**config.mk**
```make
export PLATFORM = sky130hd
export DESIGN_NAME = display_mux_3dig_flat
export DESIGN_NICKNAME = d
export VERILOG_FILES = /design/src/rtl/display_mux_3dig_pkg.sv /design/src/rtl/display_mux_3dig_if.sv /design/src/rtl/display_mux_3dig_scan_tick.sv /design/src/rtl/display_mux_3dig.sv /design/src/flat_wrapper.sv
export SDC_FILE = /design/constraint.sdc
export NUM_CORES = 1
export LEC_CHECK = 0
export ABC_AREA = 1
export CELL_PAD_IN_SITES_DETAIL_PLACEMENT = 0
export CELL_PAD_IN_SITES_GLOBAL_PLACEMENT = 1
export CORE_ASPECT_RATIO = 2
export CORE_MARGIN = 8
export CORE_UTILIZATION = 34
export DETAILED_ROUTE_END_ITERATION = 8
export PLACE_DENSITY_LB_ADDON = 0.2
export SYNTH_ARGS = -nofsm -noshare
export SYNTH_HDL_FRONTEND = slang
export SYNTH_SLANG_ARGS = --single-unit
```
**constraint.sdc**
```tcl
create_clock -name clock -period 1.7 [get_ports clock]
set_clock_uncertainty 0.2 [all_clocks]
set_input_delay 0.34 -clock clock [delete_from_list [all_inputs] [get_ports clock]]
set_output_delay 0.34 -clock clock [all_outputs]
set_load 0.03 [all_outputs]
```
**src/rtl/display_mux_3dig_pkg.sv**
```systemverilog
// Shared segment patterns and scan-state encoding for the three-digit display mux.
package display_mux_3dig_pkg;

  // Segment patterns, bit6..0 = a..g, active-high.
  localparam logic [6:0] ZERO    = 7'b1111110;
  localparam logic [6:0] UM      = 7'b0110000;
  localparam logic [6:0] DOIS    = 7'b1101101;
  localparam logic [6:0] TRES    = 7'b1111001;
  localparam logic [6:0] QUATRO  = 7'b0110011;
  localparam logic [6:0] CINCO   = 7'b1011011;
  localparam logic [6:0] SEIS    = 7'b0011111;
  localparam logic [6:0] SETE    = 7'b1110000;
  localparam logic [6:0] OITO    = 7'b1111111;
  localparam logic [6:0] NOVE    = 7'b1110011;
  localparam logic [6:0] APAGADO = 7'b0000000;

  typedef enum logic [1:0] {
    IDLE = 2'd0,
    D1   = 2'd1,
    D2   = 2'd2,
    D3   = 2'd3
  } state_t;

  // Digit enable for a scan state; IDLE enables nothing.
  function automatic logic [2:0] digit_onehot(input state_t s);
    logic [2:0] oh;
    oh = '0;
    case (s)
      D1:      oh = 3'b001;
      D2:      oh = 3'b010;
      D3:      oh = 3'b100;
      default: oh = '0;
    endcase
    return oh;
  endfunction

endpackage

```
**src/rtl/display_mux_3dig_if.sv**
```systemverilog
// Digit-pattern inputs and multiplexed display outputs of the three-digit mux.
interface display_mux_3dig_if;

  logic       enable;
  logic [6:0] display1;
  logic [6:0] display2;
  logic [6:0] display3;
  logic [6:0] seg;
  logic [2:0] an;
  logic       frame_start;

  // Upstream decoder / board side.
  modport master (
    output enable, display1, display2, display3,
    input  seg, an, frame_start
  );

  // Display mux side.
  modport slave (
    input  enable, display1, display2, display3,
    output seg, an, frame_start
  );

endinterface

```
**src/rtl/display_mux_3dig_scan_tick.sv**
```systemverilog
// Slot counter: counts 0..REFRESH_DIV-1 and flags the last cycle of each slot.
module display_mux_3dig_scan_tick #(
  parameter int unsigned REFRESH_DIV = 50000,
  localparam int unsigned W = $clog2(REFRESH_DIV)
) (
  input  logic         clock,
  input  logic         clear,
  output logic [W-1:0] count,
  output logic         last
);

  localparam logic [W-1:0] LAST_COUNT = W'(REFRESH_DIV - 1);

  assign last = (count == LAST_COUNT);

  // Free-running slot counter that wraps after the last cycle; clear holds it at zero.
  always_ff @(posedge clock) begin
    if (clear) begin
      count <= '0;
    end else if (last) begin
      count <= '0;
    end else begin
      count <= count + W'(1);
    end
  end

endmodule

```
**src/rtl/display_mux_3dig.sv**
```systemverilog
// Time-multiplexes three 7-segment patterns onto one segment bus with
// frame-atomic capture, leading-zero blanking and a per-slot guard interval.
module display_mux_3dig
  import display_mux_3dig_pkg::*;
#(
  parameter int unsigned REFRESH_DIV = 50000,
  parameter int unsigned GUARD       = 2,
  parameter bit          BLANK_ZEROS = 1'b1
) (
  input  logic               clock,
  input  logic               reset,
  display_mux_3dig_if.slave  bus
);

  localparam int unsigned W = $clog2(REFRESH_DIV);

  state_t         state;
  logic [W-1:0]   count;
  logic           last;
  logic           tick_clear;
  logic [6:0]     sh1;
  logic [6:0]     sh2;
  logic [6:0]     sh3;
  logic           in_guard;
  logic           blank3;
  logic           blank2;
  logic [6:0]     seg_d;
  logic [2:0]     an_d;
  logic           frame_start_d;

  // Counter is held at zero whenever the scan is not running, so entering D1
  // from IDLE always starts on count 0 without a separate load path.
  assign tick_clear = reset || !bus.enable || (state == IDLE);

  display_mux_3dig_scan_tick #(
    .REFRESH_DIV(REFRESH_DIV)
  ) u_scan_tick (
    .clock(clock),
    .clear(tick_clear),
    .count(count),
    .last (last)
  );

  // Scan FSM and shadow capture; shadows load only on frame entry and frame wrap.
  always_ff @(posedge clock) begin
    if (reset) begin
      state <= IDLE;
      sh1   <= '0;
      sh2   <= '0;
      sh3   <= '0;
    end else if (!bus.enable) begin
      state <= IDLE;
    end else begin
      case (state)
        IDLE: begin
          state <= D1;
          sh1   <= bus.display1;
          sh2   <= bus.display2;
          sh3   <= bus.display3;
        end
        D1: if (last) state <= D2;
        D2: if (last) state <= D3;
        D3: begin
          if (last) begin
            state <= D1;
            sh1   <= bus.display1;
            sh2   <= bus.display2;
            sh3   <= bus.display3;
          end
        end
        default: state <= IDLE;
      endcase
    end
  end

  assign in_guard = (32'(count) < GUARD);
  assign blank3   = BLANK_ZEROS && (sh3 == ZERO);
  assign blank2   = blank3 && (sh2 == ZERO);

  // Output decode from registered state, counter and shadows only.
  always_comb begin
    seg_d         = '0;
    an_d          = '0;
    frame_start_d = (state == D1) && (count == '0);
    if (!in_guard) begin
      case (state)
        D1: begin
          an_d  = digit_onehot(D1);
          seg_d = sh1;
        end
        D2: begin
          if (!blank2) begin
            an_d  = digit_onehot(D2);
            seg_d = sh2;
          end
        end
        D3: begin
          if (!blank3) begin
            an_d  = digit_onehot(D3);
            seg_d = sh3;
          end
        end
        default: begin
          an_d  = '0;
          seg_d = '0;
        end
      endcase
    end
  end

  assign bus.seg         = seg_d;
  assign bus.an          = an_d;
  assign bus.frame_start = frame_start_d;

endmodule

```
**src/flat_wrapper.sv**
```systemverilog
// flat-port wrapper written by rule: the top's interface ports become plain ports
module display_mux_3dig_flat import display_mux_3dig_pkg::*;
#(
  parameter int unsigned REFRESH_DIV = 50000,
  parameter int unsigned GUARD       = 2,
  parameter bit          BLANK_ZEROS = 1'b1
)
  (clock, reset, bus_enable, bus_display1, bus_display2, bus_display3, bus_seg, bus_an, bus_frame_start);
  display_mux_3dig_if bus_i ();
  input  logic clock;
  input  logic reset;
  input wire logic [$bits(bus_i.enable)-1:0] bus_enable;
  input wire logic [$bits(bus_i.display1)-1:0] bus_display1;
  input wire logic [$bits(bus_i.display2)-1:0] bus_display2;
  input wire logic [$bits(bus_i.display3)-1:0] bus_display3;
  output wire logic [$bits(bus_i.seg)-1:0] bus_seg;
  output wire logic [$bits(bus_i.an)-1:0] bus_an;
  output wire logic [$bits(bus_i.frame_start)-1:0] bus_frame_start;
  assign bus_i.enable = bus_enable;
  assign bus_i.display1 = bus_display1;
  assign bus_i.display2 = bus_display2;
  assign bus_i.display3 = bus_display3;
  assign bus_seg = bus_i.seg;
  assign bus_an = bus_i.an;
  assign bus_frame_start = bus_i.frame_start;
  display_mux_3dig #(.REFRESH_DIV(REFRESH_DIV), .GUARD(GUARD), .BLANK_ZEROS(BLANK_ZEROS)) u_core (.clock(clock), .reset(reset), .bus(bus_i));
endmodule
```
==> impl.org <==
** Timing
- Number of hold violations in the final report :: 0
- Setup repair after global routing could not meet its margin everywhere.
- Min cycle time layout :: 2110 ps
- Slew @ Worst Pin :: 325 ps
- Max-slew violation total from the final report :: 0
- Worst max-slew margin expressed relative to the limit :: 0.783
- For this run, the top clock speed supported by timing is 474 MHz.
- Setup violations remaining at the end of the flow were counted as 33.
- Dividing the final minimum period by the clock period gives 1.24.
- Across all setup checks in the final design, the least slack found is -412 ps.

** Detailed routing
- After detailed routing, the number of remaining DRC violations is 0.
- In this run the remaining antenna-violating nets after routing total 0.
- The routed layout has 2552 vias.
- DR pass1 iterations :: 4
- Metal3 WL :: 291 um
- Top layer used by detailed routing :: met4
- After detailed routing, the wire length on met1 is 2.51 mm.
- Detailed-route wire length :: 7.76 mm
- Dividing the detail-routed via count by the number of cells gives 4.69.
- Routed wire per std cell :: 14.3 um
- Number of DRC markers in iteration 0 :: 101
- In the detailed route, the total length drawn on met2 is 4.64 mm.

** Clock tree
- Clock-pin slew was measured on the worst setup and hold paths at 60 ps.
- Maximum count of clock buffers along a single path :: 2
- Clock tree synthesis found a total of 39 sinks.
- Worst skew pair latency :: 280 ps
- CTS tree :: yes
- Buffers inserted during clock tree synthesis total 5.
- Level count of the clock H-tree :: 2
- The root buffer cell chosen for the clock tree is sky130_fd_sc_hd__clkbuf_16.

** Power
- Pwr Density :: 644 mW/mm^2
- Across the VDD grid, the largest voltage drop is 0.608 mV.
- The share of total power dissipated in the clock network is 0.358.
- Final Total Pwr :: 2.62 mW
- Switch Pwr :: 0.717 mW
- Of the total power, combinational logic draws 0.253.
- Of the total power, the share spent switching nets is 0.274.
- Cell internal power was estimated by the tool at 1.90 mW.
- Standby leakage power :: 1.71 nW
- Reg power frac :: 0.389

** Die
- The floorplan step defined a die boundary enclosing 0.00990 sq mm.
- Num ports :: 35
- For this configuration, the core starts out at a cell density of 0.351.
- In this run the standard cell core region covers 0.00662 sq mm.
- Horizontal die dimension :: 74.5 um
- The floorplan step set the die height to 133 um.
- Row count :: 42

** Synthesis
- The cell count after synthesis came out at 345.
- Primary flip-flop cell chosen by synthesis mapping :: sky130_fd_sc_hd__dfxtp_1
- Counting flops and latches in the post-synthesis netlist gives 39.
- A synthesized cell averages 6.74 sq um.
- By area the synthesized netlist is led by sky130_fd_sc_hd__dfxtp_1 (34%), sky130_fd_sc_hd__nand2_1 (10%), sky130_fd_sc_hd__nor2_1 (9.2%), sky130_fd_sc_hd__nand3_1 (8.4%), sky130_fd_sc_hd__inv_1 (7.8%).
- The netlist uses 40 different library cells.
- Post-synth net total :: 376
- The synthesized netlist occupies a cell area of 0.00232 sq mm.
- Number of enable flip-flop cells after synthesis :: 0
- Sequential share of the synthesized area :: 0.336
- The share of synthesized area in the top cell type comes to 0.336.
- Yosys printed 0 warnings.
- sky130_fd_sc_hd__dfxtp_1 takes more of the synthesized area than any other cell.
- Async set or reset register ratio after synthesis :: 0

** Layout
- Diode insertion count for antenna repair :: 0
- In the layout the commonest cells are sky130_fd_sc_hd__buf_4 (55), sky130_fd_sc_hd__nand2_1 (51), sky130_fd_sc_hd__nor2_1 (40), sky130_fd_sc_hd__inv_1 (38), sky130_fd_sc_hd__dfxtp_1 (30).
- Layout net count :: 487
- The finished layout holds 544 standard cells, fillers aside.
- Commonest non-fill, non-tap cell in the layout :: sky130_fd_sc_hd__buf_4
- The finished cells cover 0.00406 sq mm.
- In the final layout, the share of cells above drive strength 1 is 0.463.
- Signed area change from the synthesized netlist to the final layout :: 74.7%

** Placement
- During placement, the flow inserted port buffers numbering 34.
- Routability-driven placement finished with a final weighted congestion of 0.784.
- The placed instances occupy a cell area of 0.00329 sq mm.
- Detailed placement ended at an HPWL of 5.27 mm.
- OpenSTA, run right after detailed placement, puts the worst setup slack at -462 ps.
- Including well taps, the total number of placed cells is 521.

** Global route
- Via count of the first global-routing pass :: 2731
- The first global-routing pass estimated 12.2 mm of wire.
- After global routing the overflow that remains totals 0.
- The number of antenna violations at the first check in global routing came to 0.
- For this run, the total global-route usage over all layers was measured as 0.162.
- Entering global routing, the biggest net connects 19 pins.

** Worst setup path
- The worst setup path is launched from a flop.
- Worst setup EP type :: output port
- For the worst setup path, the data arrival time is 1570 ps.
- Crit path kind :: reg2out
- Of all nets on the critical path, the largest fanout is 5.
- Data on the critical path is required at its endpoint by 1160 ps.

** Worst hold path
- In this run the worst hold path is classified as reg2reg.

** Run status
- The checks that failed: negative setup slack.
- Outcome :: finished with violations

** Job
- The tool flagged a number of max-cap violations equal to 0.
-- registers in the layout (all words and copies together) (netlist names) --
| signal | count |
|---|---|
| u_core.sh1 | 7 |
| u_core.sh2 | 7 |
| u_core.sh3 | 7 |
| u_core.state | 2 |
| u_core.u_scan_tick.count | 16 |
-- final cells by class --
type | instances | area, sq um
clock inverters | 1 | 5.00
multi-input cells | 244 | 1680
flip-flops and latches | 39 | 795
fillers | 627 | 2560
repair buffers | 115 | 1140
clock buffers | 6 | 139
inverters | 51 | 195
well taps | 88 | 110
-- worst max-delay path, cell delays in order (launching register included) --
cell                      delay [ps]
sky130_fd_sc_hd__dfxtp_2         340
sky130_fd_sc_hd__buf_6           120
sky130_fd_sc_hd__ha_4            140
sky130_fd_sc_hd__buf_6           110
sky130_fd_sc_hd__buf_6           110
sky130_fd_sc_hd__nand3_2          70
sky130_fd_sc_hd__nand2_2          90
sky130_fd_sc_hd__inv_2            50
sky130_fd_sc_hd__a21oi_4         120
sky130_fd_sc_hd__buf_6           150
-- cell usage after synthesis (2+ instances only) --
cell	instances
sky130_fd_sc_hd__nand2_2	5
sky130_fd_sc_hd__inv_1	48
sky130_fd_sc_hd__nand2_1	65
sky130_fd_sc_hd__nor3_1	3
sky130_fd_sc_hd__clkbuf_4	2
sky130_fd_sc_hd__clkbuf_1	2
sky130_fd_sc_hd__ha_1	7
sky130_fd_sc_hd__xnor2_1	2
sky130_fd_sc_hd__buf_12	2
sky130_fd_sc_hd__buf_4	2
sky130_fd_sc_hd__a21oi_2	2
sky130_fd_sc_hd__inv_2	2
sky130_fd_sc_hd__or2_2	2
sky130_fd_sc_hd__buf_2	4
sky130_fd_sc_hd__a21oi_1	31
sky130_fd_sc_hd__a31oi_1	2
sky130_fd_sc_hd__nor2_4	2
sky130_fd_sc_hd__nand3_1	39
sky130_fd_sc_hd__nor3b_1	2
sky130_fd_sc_hd__xor2_1	3
sky130_fd_sc_hd__o21ai_0	4
sky130_fd_sc_hd__nor2_1	57
sky130_fd_sc_hd__dfxtp_1	39
sky130_fd_sc_hd__nand4_1	2
-- power groups by stage --
stage               sequential, mW  combinational, mW  clock (mW)
floorplan                     1.03              0.264           0
global placement              1.03              0.484           0
detailed placement            1.03              0.490           0
CTS                           1.02              0.653       0.971
global route                  1.03              0.720        1.00
finish                        1.02              0.661       0.938
-- logic make-up after synthesis --
family / after synthesis / synth area share
AND/OR/NAND/NOR: 188 / 0.377
flip-flops: 39 / 0.336
adder cells (fa/ha/maj): 7 / 0.0377
AO/OA/AOI/OAI: 41 / 0.0947
XOR/XNOR: 5 / 0.0188
buffers and inverters: 65 / 0.136
-- final timing paths --
path / start / endpoint / slack [ps] / depth (start not counted)
setup reg to reg: u_core.state[0] / u_core.sh1[5] / -180 / 11
hold / removal: u_core.sh1[3] / u_core.sh1[3] / 270 / 2
hold reg to reg: u_core.sh1[3] / u_core.sh1[3] / 270 / 2
setup / recovery: u_core.state[0] / bus_seg[2] / -410 / 9
-- per-layer routing --
| layer | track usage | vias up |
|---|---|---|
| met2 | 0.323 | 44 |
| met1 | 0.131 | 1180 |
| met3 | 0.0394 | 20 |
| met4 | 0.0835 | 0 |
| li1 | - | 1308 |
| met5 | 0 | - |
-- per-stage QoR --
| step | setup TNS (ps) | hold slack [ps] | utilization |
|---|---|---|---|
| 3_5_place_dp | -8970 | 278 | 0.497 |
| 5_1_grt | -9070 | 321 | 0.613 |
| 2_1_floorplan | -167 | 240 | - |
| 6_report | -6420 | 273 | 0.613 |
| 4_1_cts | -6950 | 280 | 0.586 |
| 3_3_place_gp | -8290 | 271 | 0.497 |
-- repair_timing --
action | 4_1_cts | 5_1_grt
setup buffers | 10 | 4
gates cloned | 5 | 1
hold buffers | 0 | 0
endpoints found under the hold margin | 0 | 0
resized for setup | 91 | 59
endpoints found under the setup margin | 49 | 48
pin swaps | 36 | 36
Power figures use the tool's default switching activity.
